===== config.mk =====
export PLATFORM = sky130hd
export DESIGN_NAME = parking_exit_ctrl
export DESIGN_NICKNAME = d
export VERILOG_FILES = /design/src/rtl/parking_pkg.sv /design/src/rtl/parking_exit_ctrl_slot_timer.sv /design/src/rtl/parking_exit_ctrl.sv
export SDC_FILE = /design/constraint.sdc
export NUM_CORES = 1
export LEC_CHECK = 0
export CAP_MARGIN = 30
export CORE_ASPECT_RATIO = 1.75
export CORE_MARGIN = 10
export CORE_UTILIZATION = 55
export DETAILED_ROUTE_END_ITERATION = 10
export DONT_BUFFER_PORTS = 1
export GPL_TIMING_DRIVEN = 1
export PLACE_DENSITY = 0.73
export SLEW_MARGIN = 20
export SYNTH_ARGS = -nofsm -noshare
export SYNTH_HDL_FRONTEND = slang
export SYNTH_SLANG_ARGS = --single-unit

===== constraint.sdc =====
create_clock -name clk -period 3.6 [get_ports clk]
set_clock_uncertainty 0.15 [all_clocks]
set_input_delay 0.36 -clock clk [delete_from_list [all_inputs] [get_ports clk]]
set_output_delay 0.36 -clock clk [all_outputs]
set_load 0.01 [all_outputs]

===== src/rtl/parking_pkg.sv =====
// Shared constants and types for the parking lot exit controller and its slot timers.
package parking_pkg;

    localparam int SLOTS  = 8;
    localparam int SLOT_W = 3;
    localparam int TIME_W = 8;
    localparam int FEE_W  = 12;
    localparam int RATE   = 5;

    // Capacity vector encoding: a set bit means the slot is free.
    localparam logic SLOT_FREE  = 1'b1;
    localparam logic SLOT_TAKEN = 1'b0;

    localparam logic [1:0] ST_IDLE   = 2'd0;
    localparam logic [1:0] ST_CHECK  = 2'd1;
    localparam logic [1:0] ST_CHARGE = 2'd2;
    localparam logic [1:0] ST_REPORT = 2'd3;

    typedef enum logic [1:0] {
        IDLE   = ST_IDLE,
        CHECK  = ST_CHECK,
        CHARGE = ST_CHARGE,
        REPORT = ST_REPORT
    } exit_state_e;

    function automatic int bit_width(input int value);
        return (value <= 0) ? 1 : $clog2(value + 1);
    endfunction

endpackage


===== src/rtl/parking_exit_ctrl_slot_timer.sv =====
// Saturating occupancy timer for one parking slot; counts ticks only while the slot is occupied.
module slot_timer #(
    parameter int TIME_W = parking_pkg::TIME_W
) (
    input  logic              clk,
    input  logic              rst_n,
    input  logic              tick,
    input  logic              occupied,
    input  logic              clear,
    output logic [TIME_W-1:0] count
);

    // Clear wins over tick so a slot entered or released on a tick edge starts from zero.
    always_ff @(posedge clk or negedge rst_n) begin
        if (!rst_n) begin
            count <= '0;
        end else if (clear) begin
            count <= '0;
        end else if (tick && occupied && (count != '1)) begin
            count <= count + 1'b1;
        end
    end

endmodule


===== src/rtl/parking_exit_ctrl.sv =====
// Exit-side parking controller: owns the capacity vector, applies entry grants,
// and validates, releases and prices exit requests through a valid/ready result port.
//
//   state  | meaning
//   IDLE   | ready for an exit request, slot latched on acceptance
//   CHECK  | latched slot inspected; free slot -> error report
//   CHARGE | fee computed from slot timer, slot released, timer cleared
//   REPORT | result held on done_* until accepted downstream
module parking_exit_ctrl #(
    parameter int SLOTS  = parking_pkg::SLOTS,
    parameter int TIME_W = parking_pkg::TIME_W,
    parameter int FEE_W  = parking_pkg::FEE_W,
    parameter int RATE   = parking_pkg::RATE
) (
    input  logic                           clk,
    input  logic                           rst_n,
    input  logic                           tick,
    input  logic                           entry_valid,
    input  logic [parking_pkg::SLOT_W-1:0] entry_slot,
    output logic                           entry_err,
    input  logic                           exit_req,
    input  logic [parking_pkg::SLOT_W-1:0] exit_slot,
    output logic                           exit_ready,
    output logic                           done_valid,
    input  logic                           done_ready,
    output logic [parking_pkg::SLOT_W-1:0] done_slot,
    output logic [FEE_W-1:0]               done_fee,
    output logic                           done_err,
    output logic [SLOTS-1:0]               parking_capacity,
    output logic [3:0]                     free_count,
    output logic                           lot_full
);

    import parking_pkg::*;

    localparam int RATE_W = bit_width(RATE);
    localparam int PROD_W = TIME_W + RATE_W;
    localparam int CMP_W  = (PROD_W > FEE_W) ? PROD_W : FEE_W;
    localparam logic [CMP_W-1:0] FEE_MAX = CMP_W'({FEE_W{1'b1}});

    exit_state_e       state;
    exit_state_e       state_nxt;
    logic [SLOT_W-1:0] slot_q;
    logic [TIME_W-1:0] timer [SLOTS];
    logic [SLOTS-1:0]  occupied;
    logic [SLOTS-1:0]  clear;
    logic              release_en;
    logic              entry_ok;
    logic              slot_q_free;
    logic [PROD_W-1:0] prod;
    logic [CMP_W-1:0]  prod_ext;
    logic [FEE_W-1:0]  fee_sat;

    assign release_en  = (state == CHARGE);
    assign entry_ok    = entry_valid && (parking_capacity[entry_slot] == SLOT_FREE);
    assign slot_q_free = (parking_capacity[slot_q] == SLOT_FREE);

    always_comb begin
        clear = '0;
        if (release_en) begin
            clear[slot_q] = 1'b1;
        end
        if (entry_ok) begin
            clear[entry_slot] = 1'b1;
        end
    end

    for (genvar i = 0; i < SLOTS; i++) begin : g_slot
        assign occupied[i] = (parking_capacity[i] != SLOT_FREE);

        slot_timer #(
            .TIME_W (TIME_W)
        ) u_timer (
            .clk      (clk),
            .rst_n    (rst_n),
            .tick     (tick),
            .occupied (occupied[i]),
            .clear    (clear[i]),
            .count    (timer[i])
        );
    end

    // Product is formed at full width so saturation sees the true value.
    assign prod     = PROD_W'(timer[slot_q]) * PROD_W'(RATE);
    assign prod_ext = CMP_W'(prod);
    assign fee_sat  = (prod_ext > FEE_MAX) ? '1 : prod_ext[FEE_W-1:0];

    // Release and entry can never target the same bit: release needs an occupied
    // slot, entry needs a free one, both judged on the current vector.
    always_ff @(posedge clk or negedge rst_n) begin
        if (!rst_n) begin
            parking_capacity <= {SLOTS{SLOT_FREE}};
        end else begin
            if (release_en) begin
                parking_capacity[slot_q] <= SLOT_FREE;
            end
            if (entry_ok) begin
                parking_capacity[entry_slot] <= SLOT_TAKEN;
            end
        end
    end

    always_ff @(posedge clk or negedge rst_n) begin
        if (!rst_n) begin
            entry_err <= 1'b0;
        end else begin
            entry_err <= entry_valid && !entry_ok;
        end
    end

    always_comb begin
        state_nxt = state;
        unique case (state)
            IDLE:    if (exit_req) state_nxt = CHECK;
            CHECK:   state_nxt = slot_q_free ? REPORT : CHARGE;
            CHARGE:  state_nxt = REPORT;
            REPORT:  if (done_ready) state_nxt = IDLE;
            default: state_nxt = IDLE;
        endcase
    end

    always_ff @(posedge clk or negedge rst_n) begin
        if (!rst_n) begin
            state <= IDLE;
        end else begin
            state <= state_nxt;
        end
    end

    always_ff @(posedge clk or negedge rst_n) begin
        if (!rst_n) begin
            slot_q    <= '0;
            done_slot <= '0;
            done_fee  <= '0;
            done_err  <= 1'b0;
        end else begin
            if (state == IDLE && exit_req) begin
                slot_q <= exit_slot;
            end
            if (state == CHECK && slot_q_free) begin
                done_slot <= slot_q;
                done_fee  <= '0;
                done_err  <= 1'b1;
            end
            if (state == CHARGE) begin
                done_slot <= slot_q;
                done_fee  <= fee_sat;
                done_err  <= 1'b0;
            end
        end
    end

    assign exit_ready = (state == IDLE);
    assign done_valid = (state == REPORT);

    always_comb begin
        free_count = '0;
        for (int i = 0; i < SLOTS; i++) begin
            free_count = free_count + 4'(parking_capacity[i] == SLOT_FREE);
        end
    end

    assign lot_full = (free_count == '0);

endmodule


# Word level (Yosys, flattened, before mapping)
# Index checks and enable logic that the tools add are counted.
# classes
mul,1
order_cmp,6
mux,42
n_reduce_logical,35
add_sub_neg,15
bitwise_logic,13
n_eq_ne,13
# ops
operator,n
two-way mux 8 bit,22
adder 8 x 1 -> 8 bit (second input constant),8
!= test 8 bit (second input constant),8
two-way mux 12 bit,3
binary-select mux 8 bit (select 3 bit),1
logical AND 1 bit,22
nonzero test 2 bit,9
adder 4 x 1 -> 4 bit,4
bitwise OR 8 bit,2
> comparator 11 x 12 -> 1 bit (second input constant),1
multiplier 8 x 3 -> 11 bit (second input constant),1
AND 8 bit,1
less-than comparator 3 x 4 -> 1 bit (second input constant),2
NOT 1 bit,8
NOT 8 bit,1
one-hot mux 2 bit (4 select lines),1
two-way mux 1 bit,7
binary-select mux 1 bit (select 3 bit),2
demux 1 bit (select 3 bit),2
>= comparator 3 x 1 -> 1 bit (second input constant),2
two-way mux 3 bit,2
adder 3 x 1 -> 4 bit,1
== test 2 bit (second input constant),2
>= comparator 4 bit (second input constant),1
other kinds (11),12
# totals
in_bits,12
ff_bits,94
output_inout_bits,32

# Depth between registers and ports, before layout
# Gate-level depths: netlist (run 1).
# depth
depth_word,8
ltp_mapped,14

# By module
# A second synthesis (run 1) with hierarchy kept.
# hier_totals
hier_cells,558
hier_area_um2,5748.0
# modules_own_cells
mod,seq_area_each_um2,instances,cells_per_inst,area_per_inst_um2
slot_timer,200.2,8,43,414.1
parking_exit_ctrl,735.7,1,214,2434.8

# Worst setup path before layout (run 1)
# Ideal clock, no wire load.
# synth_timing
path_kind,register to output
from,register parking_capacity[0]
to,output lot_full
path_buffers,0
setup_slack_ns,-0.187
stages_incl_launch_ff,11
arrival_ns,3.277
path_cell_list,dfstp_2 > inv_1 > fa_1 > fa_1 > fa_1 > inv_1 > ha_1 > inv_1 > fa_1 > inv_1 > nor4_1
# synth_via
elab_chain_cells,8
# synth_lines
item,line_no,rtl
"start, declared",parking_exit_ctrl.sv:29,"output logic [SLOTS-1:0] parking_capacity,"
"start signal, assigned",parking_exit_ctrl.sv:92,parking_capacity <= {SLOTS{SLOT_FREE}};
adder 1 x 1 -> 2 bit,parking_exit_ctrl.sv:159,free_count = free_count + 4'(parking_capacity[i] == SLOT_FREE);
adder 2 x 1 -> 3 bit,parking_exit_ctrl.sv:159,
adder 3 x 1 -> 4 bit,parking_exit_ctrl.sv:159,
adder 4 x 1 -> 4 bit (4 in a row),parking_exit_ctrl.sv:159,
net free_count[1],parking_exit_ctrl.sv:30,"output logic [3:0] free_count,"
zero test 4 bit,parking_exit_ctrl.sv:163,assign lot_full = (free_count == '0);
"end, declared",parking_exit_ctrl.sv:31,output logic lot_full
# The timed path passes the listed nets, and every way through them passes these cells.

# Final worst setup path (run 1)
# layout_timing
from,register parking_capacity[0]
to,output lot_full
# layout_via
elab_chain_cells,8
# layout_lines
item,line_no
adder 1 x 1 -> 2 bit,parking_exit_ctrl.sv:159
adder 2 x 1 -> 3 bit,parking_exit_ctrl.sv:159
adder 3 x 1 -> 4 bit,parking_exit_ctrl.sv:159
adder 4 x 1 -> 4 bit (4 in a row),parking_exit_ctrl.sv:159
zero test 4 bit,parking_exit_ctrl.sv:163
# Every way passes these cells.

==> reports/metrics.yaml, run 1 <==
r2r-start: "slot_q[0]"
hold_viol: 0
crit_family: "adder cells"
yosysTopAreaCellShare: 0.377
die_w_um: 96.6
yosysWarnings: 0
critPathMaxFanout: 2
grt_pass1_vias: 4515
cts_tree: "done"
timing.rr.end: "done_fee[10]"
critical_path_class: "reg2out"
clk_path_buf_depth: 2
grt_usage: 0.190
grt-ovfl-total: 0
max_stage_delay_ns: 0.55
violations: "setup timing"
drc: 0
dpl.hpwl_um: 10500
maxSlewViolCount: 0
root_buffer: "clkbuf_16"
cpMaxStageDelayCell: "fa_1"
drtAntennaViolNets: 0
clock_latency_ns: 0.35
core-area_um2: 9970
rsz0062_at_grt: "true"
worst_slack_ns: -0.349
p_leak_nw: 2.85
dr.pass1.iters: 5
start_util: 0.567
synth_edf_count: 0
cp-endpoint: "lot_full"
syn_avg_cell_area_um2: 10.1
cts.clk_slew.worst_paths_ns: 0.06
r2r_cells: 10
rows: 48
power.total_mw: 5.97
drive_gt1_frac: 0.142
hp-class: "in2reg"
htreeDepth: 3
outcome: "finished, violations left"
avgRoutedWirePerCell_um: 20.2
synth-async-reset-ratio: 1.00
rrSetupSlack_ns: 0.16
cts.sinks: 93
wl_um: 14300
portBuffers: 0
maxSlewHeadroom: 0.342
die_y_um: 154
path_buf_inv: 3
post-place-ws_ns: -0.0165
place.gp.congestion: 0.882
synth_cells: 558
worstPathArrival_ns: 3.44
grt_antenna_before_repair: 0
synthesis.nets: 602
dieArea_um2: 14900
syn_area_um2: 5650
finalSetupViolCount: 4
worstPathRequired_ns: 3.09
worstSetupEndpointType: "output port"
synth_area_leaders: "dfrtp_1, mux4_2, ha_1, nor2_1, dfstp_2"
yosysSeqAreaShare: 0.414
num_vias: 4406
path_cells: "inv_2 -> fa_1 -> fa_1 -> fa_1 -> inv_1 -> ha_2 -> inv_2 -> fa_2 -> xnor2_2 -> nor4_4"
diodes: 0
period_share: 1.10
drtIter0Drc: 262
worst_pin_slew_ns: 0.978
peakVddDrop_uv: 1990
nets: 623
crit_cells: 10
start_kind: "flip-flop"
synth_top_area_cell: "dfrtp_1"
max_cap_viol_count: 0
cp_common_cell: "fa_1"
ys_ff_latch: 93
design_area_um2: 6340
period_minus_slack_ns: 3.95
cts_buffers: 9
grt_max_degree: 94
max_freq_mhz: 253
cellPowerDensity_nw_per_um2: 941
yosysUniqueCellTypes: 49
ioPinCount: 44
startpoint: "parking_capacity[0]"
grt_pass1_wl_um: 23400
post-route-util: 0.636
avgViaCountPerCell: 6.21
ys.flop_type: "dfrtp_1"
dpl_cell_area_um2: 5910
syn_to_final_growth_pct: 12.3
worst register-to-register path, stage by stage, from the launching register on:
cell      delay, ns
dfrtp_1        0.38
buf_12         0.23
mux4_2         0.57
mux2_2         0.32
ha_1           0.35
ha_1           0.33
a211oi_1       0.31
o21bai_1       0.13
a21oi_1        0.24
o21bai_1       0.09
a32o_1         0.25
worst min path at each step:
stage                             from  depth (start not counted)  slack, ns          end
after CTS                 exit_slot[2]                          1       0.01    slot_q[2]
after detailed placement         rst_n                          0      -0.08  done_fee[1]
after floorplan                  rst_n                          0      -0.09     done_err
after global routing      exit_slot[2]                          1       0.02    slot_q[2]
after global placement           rst_n                          0      -0.08  done_fee[1]
final                     exit_slot[2]                          1       0.02    slot_q[2]
layout by cell type (no fill, tap or decap), types with 7 or more instances in the layout:
cell       Yosys  final
dfrtp_1       85     84
nor2_1        83     83
nand2_1       50     50
ha_1          27     26
xnor2_1       24     23
nand3_1       22     22
inv_1         24     20
xor2_1        20     20
buf_4          2     18
mux4_2        17     17
mux2i_1       16     16
nor3_1        16     16
a21oi_1       13     13
nand2b_1      12     12
mux2_2        11     11
nor2b_1       10     10
a31oi_1        9      9
clkbuf_16      0      9
a211oi_1       9      8
a22o_1         8      8
dfstp_2        8      8
nand4_1        7      7
cells by family after synthesis:
logic type | Yosys count | share of synthesized area
other cells | 1 | 0.000664
fa+ha+maj | 32 | 0.0775
buf+inv | 40 | 0.0288
simple gates | 225 | 0.187
compound gates | 79 | 0.105
mux | 44 | 0.118
flops | 93 | 0.414
xor+xnor | 44 | 0.0682
per-stage QoR:
stage	TNS, ns	cells	hold WS [ns]
finish	-0.882	709	0.0175
global route	-1.21	709	0.0200
CTS	-0.940	708	0.0116
detailed placement	-0.0165	686	-0.0820
global placement	0	686	-0.0812
floorplan	0	558	-0.0856
metal layers:
| metal | global-route usage | part of all wire | vias up |
|---|---|---|---|
| met5 | 0 | 0 | - |
| met4 | 0.0812 | 0.027 | 0 |
| met3 | 0.0381 | 0.060 | 33 |
| met2 | 0.348 | 0.54 | 131 |
| met1 | 0.204 | 0.37 | 2204 |
| li1 | - | - | 2038 |
synth_stat cells (all sizes together) (5+ instances only):
| library cell | number |
|---|---|
| a21oi | 13 |
| mux2 | 11 |
| mux4 | 17 |
| nand4 | 7 |
| inv | 24 |
| o21ai | 6 |
| o31ai | 5 |
| clkbuf | 10 |
| buf | 6 |
| nor3 | 16 |
| nor2 | 83 |
| nand3 | 22 |
| o21bai | 5 |
| fa | 5 |
| nor2b | 10 |
| nand2 | 50 |
| dfrtp | 85 |
| mux2i | 16 |
| xnor2 | 24 |
| xor2 | 20 |
| a22o | 8 |
| and3 | 5 |
| dfstp | 8 |
| a211oi | 9 |
| and2 | 5 |
| ha | 27 |
| nand2b | 12 |
| a31oi | 9 |
flip-flops by register name (all words and copies together) (netlist names):
register	cells
done_err	1
done_fee	11
done_slot	3
slot_q	3
parking_capacity	8
state	2
g_slot.u_timer.count	64
entry_err	1
where the power goes:
| part | switching (mW) | total [mW] | internal [mW] |
|---|---|---|---|
| Combinational | 1.61 | 3.07 | 1.47 |
| Clock | 0.401 | 1.08 | 0.677 |
| Sequential | 0.445 | 1.82 | 1.37 |
| Total | 2.45 | 5.97 | 3.52 |
area by class of cell:
cell class	instances	area, um2
flip-flops and latches	93	2340
repair buffers	26	244
clock inverters	5	100
inverters	24	90.1
multi-input cells	425	3180
fillers	785	3630
clock buffers	11	233
well taps	125	156
repair_timing:
action / in CTS / in global routing
resized for setup: 3 / 5
endpoints found under the hold margin: 96 / 0
pin swaps: 1 / 0
buffers inserted: 0 / 1
endpoints found under the setup margin: 4 / 5
hold buffers: 6 / 0
Power figures use the tool's default switching activity.
==> run 2: changes to the inputs <==
--- a/config.mk
+++ b/config.mk
@@ -9,6 +9,7 @@
 export CORE_ASPECT_RATIO = 1.75
 export CORE_MARGIN = 10
 export CORE_UTILIZATION = 55
+export CTS_BUF_LIST = sky130_fd_sc_hd__clkbuf_8
 export DETAILED_ROUTE_END_ITERATION = 10
 export DONT_BUFFER_PORTS = 1
 export GPL_TIMING_DRIVEN = 1
==> run 2 against run 1 <==
The flow still finishes with violations (setup timing). Count of clock-buffer cells in the layout is 2 lower. Non-clock buffer count grew 3. Worst setup slack got worse by 0.0033 ns. Combinational power up 5%. Register-to-register slack barely moved. First-iteration DRC count shrank 13%. Critical path type unchanged. Largest cell class unchanged.
==> reports/metrics.yaml, run 2 (synthesis gave the netlist of run 1 again) <==
outcome: "finished, violations left"
violations: "setup timing"
htreeDepth: 3  # unchanged
core-area_um2: 9970  # unchanged
worstPathArrival_ns: 3.44  # about the same
wl_um: 14200  # -0.50%
crit_cells: 10  # unchanged
r2r_cells: 10  # unchanged
diodes: 0  # unchanged
rrSetupSlack_ns: 0.16  # about the same
drtIter0Drc: 228  # -13%
die_w_um: 96.6  # unchanged
place.gp.congestion: 0.882  # unchanged
root_buffer: "clkbuf_8"
placed_cells_incl_taps: 686  # unchanged
max_cap_viol_count: 0  # unchanged
cp_common_cell: "inv_2"
finalSetupViolCount: 3  # -1
num_vias: 4334  # -1.6%
period_minus_slack_ns: 3.95  # +0.00326 ns
drc: 0  # unchanged
ioPinCount: 44  # unchanged
maxSlewHeadroom: 0.388  # +0.0453
avgRoutedWirePerCell_um: 20.0  # -0.92%
hp-class: "in2reg"
syn_to_final_growth_pct: 11.3
crit_family: "adder cells"
tns_ns: -0.910  # -0.0279 ns
design_area_um2: 6290  # -0.85%
period_share: 1.10  # about the same
start_util: 0.567  # unchanged
cts_buffers: 9  # unchanged
power.total_mw: 5.85  # -1.9%
p_leak_nw: 2.82  # -0.79%
hold_depth: 1  # unchanged
grt-ovfl-total: 0  # unchanged
cts.sinks: 93  # unchanged
hold_viol: 0  # unchanged
fillers: 795  # +1.3%
max_freq_mhz: 253  # about the same
path_cells: "inv_2 -> fa_1 -> fa_1 -> fa_2 -> inv_2 -> ha_4 -> inv_2 -> fa_2 -> xnor2_2 -> nor4_4"
whs_ns: 0.00625  # -0.0113 ns
nets: 626  # +0.48%
final_common_cell: "dfrtp_1"
avgViaCountPerCell: 6.09  # -2.0%
layout_common_cells: "dfrtp_1, nor2_1, nand2_1"
drtAntennaViolNets: 0  # unchanged
dpl_cell_area_um2: 5910  # unchanged
cts_tree: "done"
grt_usage: 0.188  # -0.00135
worstPathRequired_ns: 3.09  # about the same
clock_latency_ns: 0.37  # +0.02 ns
largest_register_ffs: 64  # unchanged
grt_max_degree: 94  # unchanged
cts.clk_slew.worst_paths_ns: 0.09  # +0.03 ns
largest_register: "g_slot.u_timer.count"
dr.pass1.iters: 4  # -1
grt_pass1_vias: 4540  # +0.55%
startpoint: "parking_capacity[0]"
dieArea_um2: 14900  # unchanged
peakVddDrop_uv: 2170  # +8.8%
drive_gt1_frac: 0.150  # +0.00779
maxSlewViolCount: 0  # unchanged
portBuffers: 0  # unchanged
cpMaxStageDelayCell: "dfstp_2"
post-route-util: 0.631  # -0.00540
worst_pin_slew_ns: 0.908  # -0.0696 ns
r2r-start: "slot_q[0]"
rows: 48  # unchanged
start_kind: "flip-flop"
grt_antenna_before_repair: 0  # unchanged
fin_cells: 712  # +0.42%
critical_path_class: "reg2out"
worst_slack_ns: -0.352  # -0.00326 ns
worstSetupEndpointType: "output port"
clk_path_buf_depth: 2  # unchanged
timing.rr.end: "done_fee[10]"
path_buf_inv: 3  # unchanged
max_stage_delay_ns: 0.54  # about the same
critPathMaxFanout: 2  # unchanged
cp-endpoint: "lot_full"
cellPowerDensity_nw_per_um2: 931  # -1.1%
rsz0062_at_grt: "true"
grt_pass1_wl_um: 23200  # -0.56%
top_regs: "g_slot.u_timer.count: 64 flops, done_fee: 11 flops, parking_capacity: 8 flops"
dpl.hpwl_um: 10500  # unchanged
post-place-ws_ns: -0.0165  # unchanged
die_y_um: 154  # unchanged
-- run 2: cell type report --
cell class / instances / area, um2 / area share
clock inverters: 7 / 108 / 0.0171
multi-input cells: 425 / 3200 / 0.509
inverters: 24 / 90.1 / 0.0143
flip-flops and latches: 93 / 2340 / 0.372
clock buffers: 9 / 124 / 0.0197
repair buffers: 29 / 273 / 0.0434
well taps: 125 / 156 / 0.0249
-- run 2: routing by layer --
layer,share of wire,up-vias,track usage
li1,-,2038,-
met1,0.37,2139,0.198
met3,0.060,33,0.0444
met5,0,-,0
met2,0.54,124,0.348
met4,0.034,0,0.0769
-- run 2: repair_timing --
item	4_1_cts	5_1_grt
buffers inserted	0	1
pin swaps	1	1
endpoints found under the setup margin	4	5
gates resized for setup	3	11
hold buffers	8	0
endpoints found under the hold margin	98	0
-- run 2: how the worst min path moves through the flow --
| stage | startpoint | end |
|---|---|---|
| final | exit_slot[0] | slot_q[0] |
| after global routing | exit_slot[0] | slot_q[0] |
| after CTS | exit_slot[0] | slot_q[0] |
| after detailed placement | rst_n | done_fee[1] |
| after global placement | rst_n | done_fee[1] |
| after floorplan | rst_n | done_err |
-- run 2: report_power, final --
| group | switching (mW) | leakage (nW) | internal [mW] |
|---|---|---|---|
| sequential | 0.446 | 1.21 | 1.37 |
| combinational | 1.65 | 1.49 | 1.56 |
| clock | 0.376 | 0.126 | 0.454 |
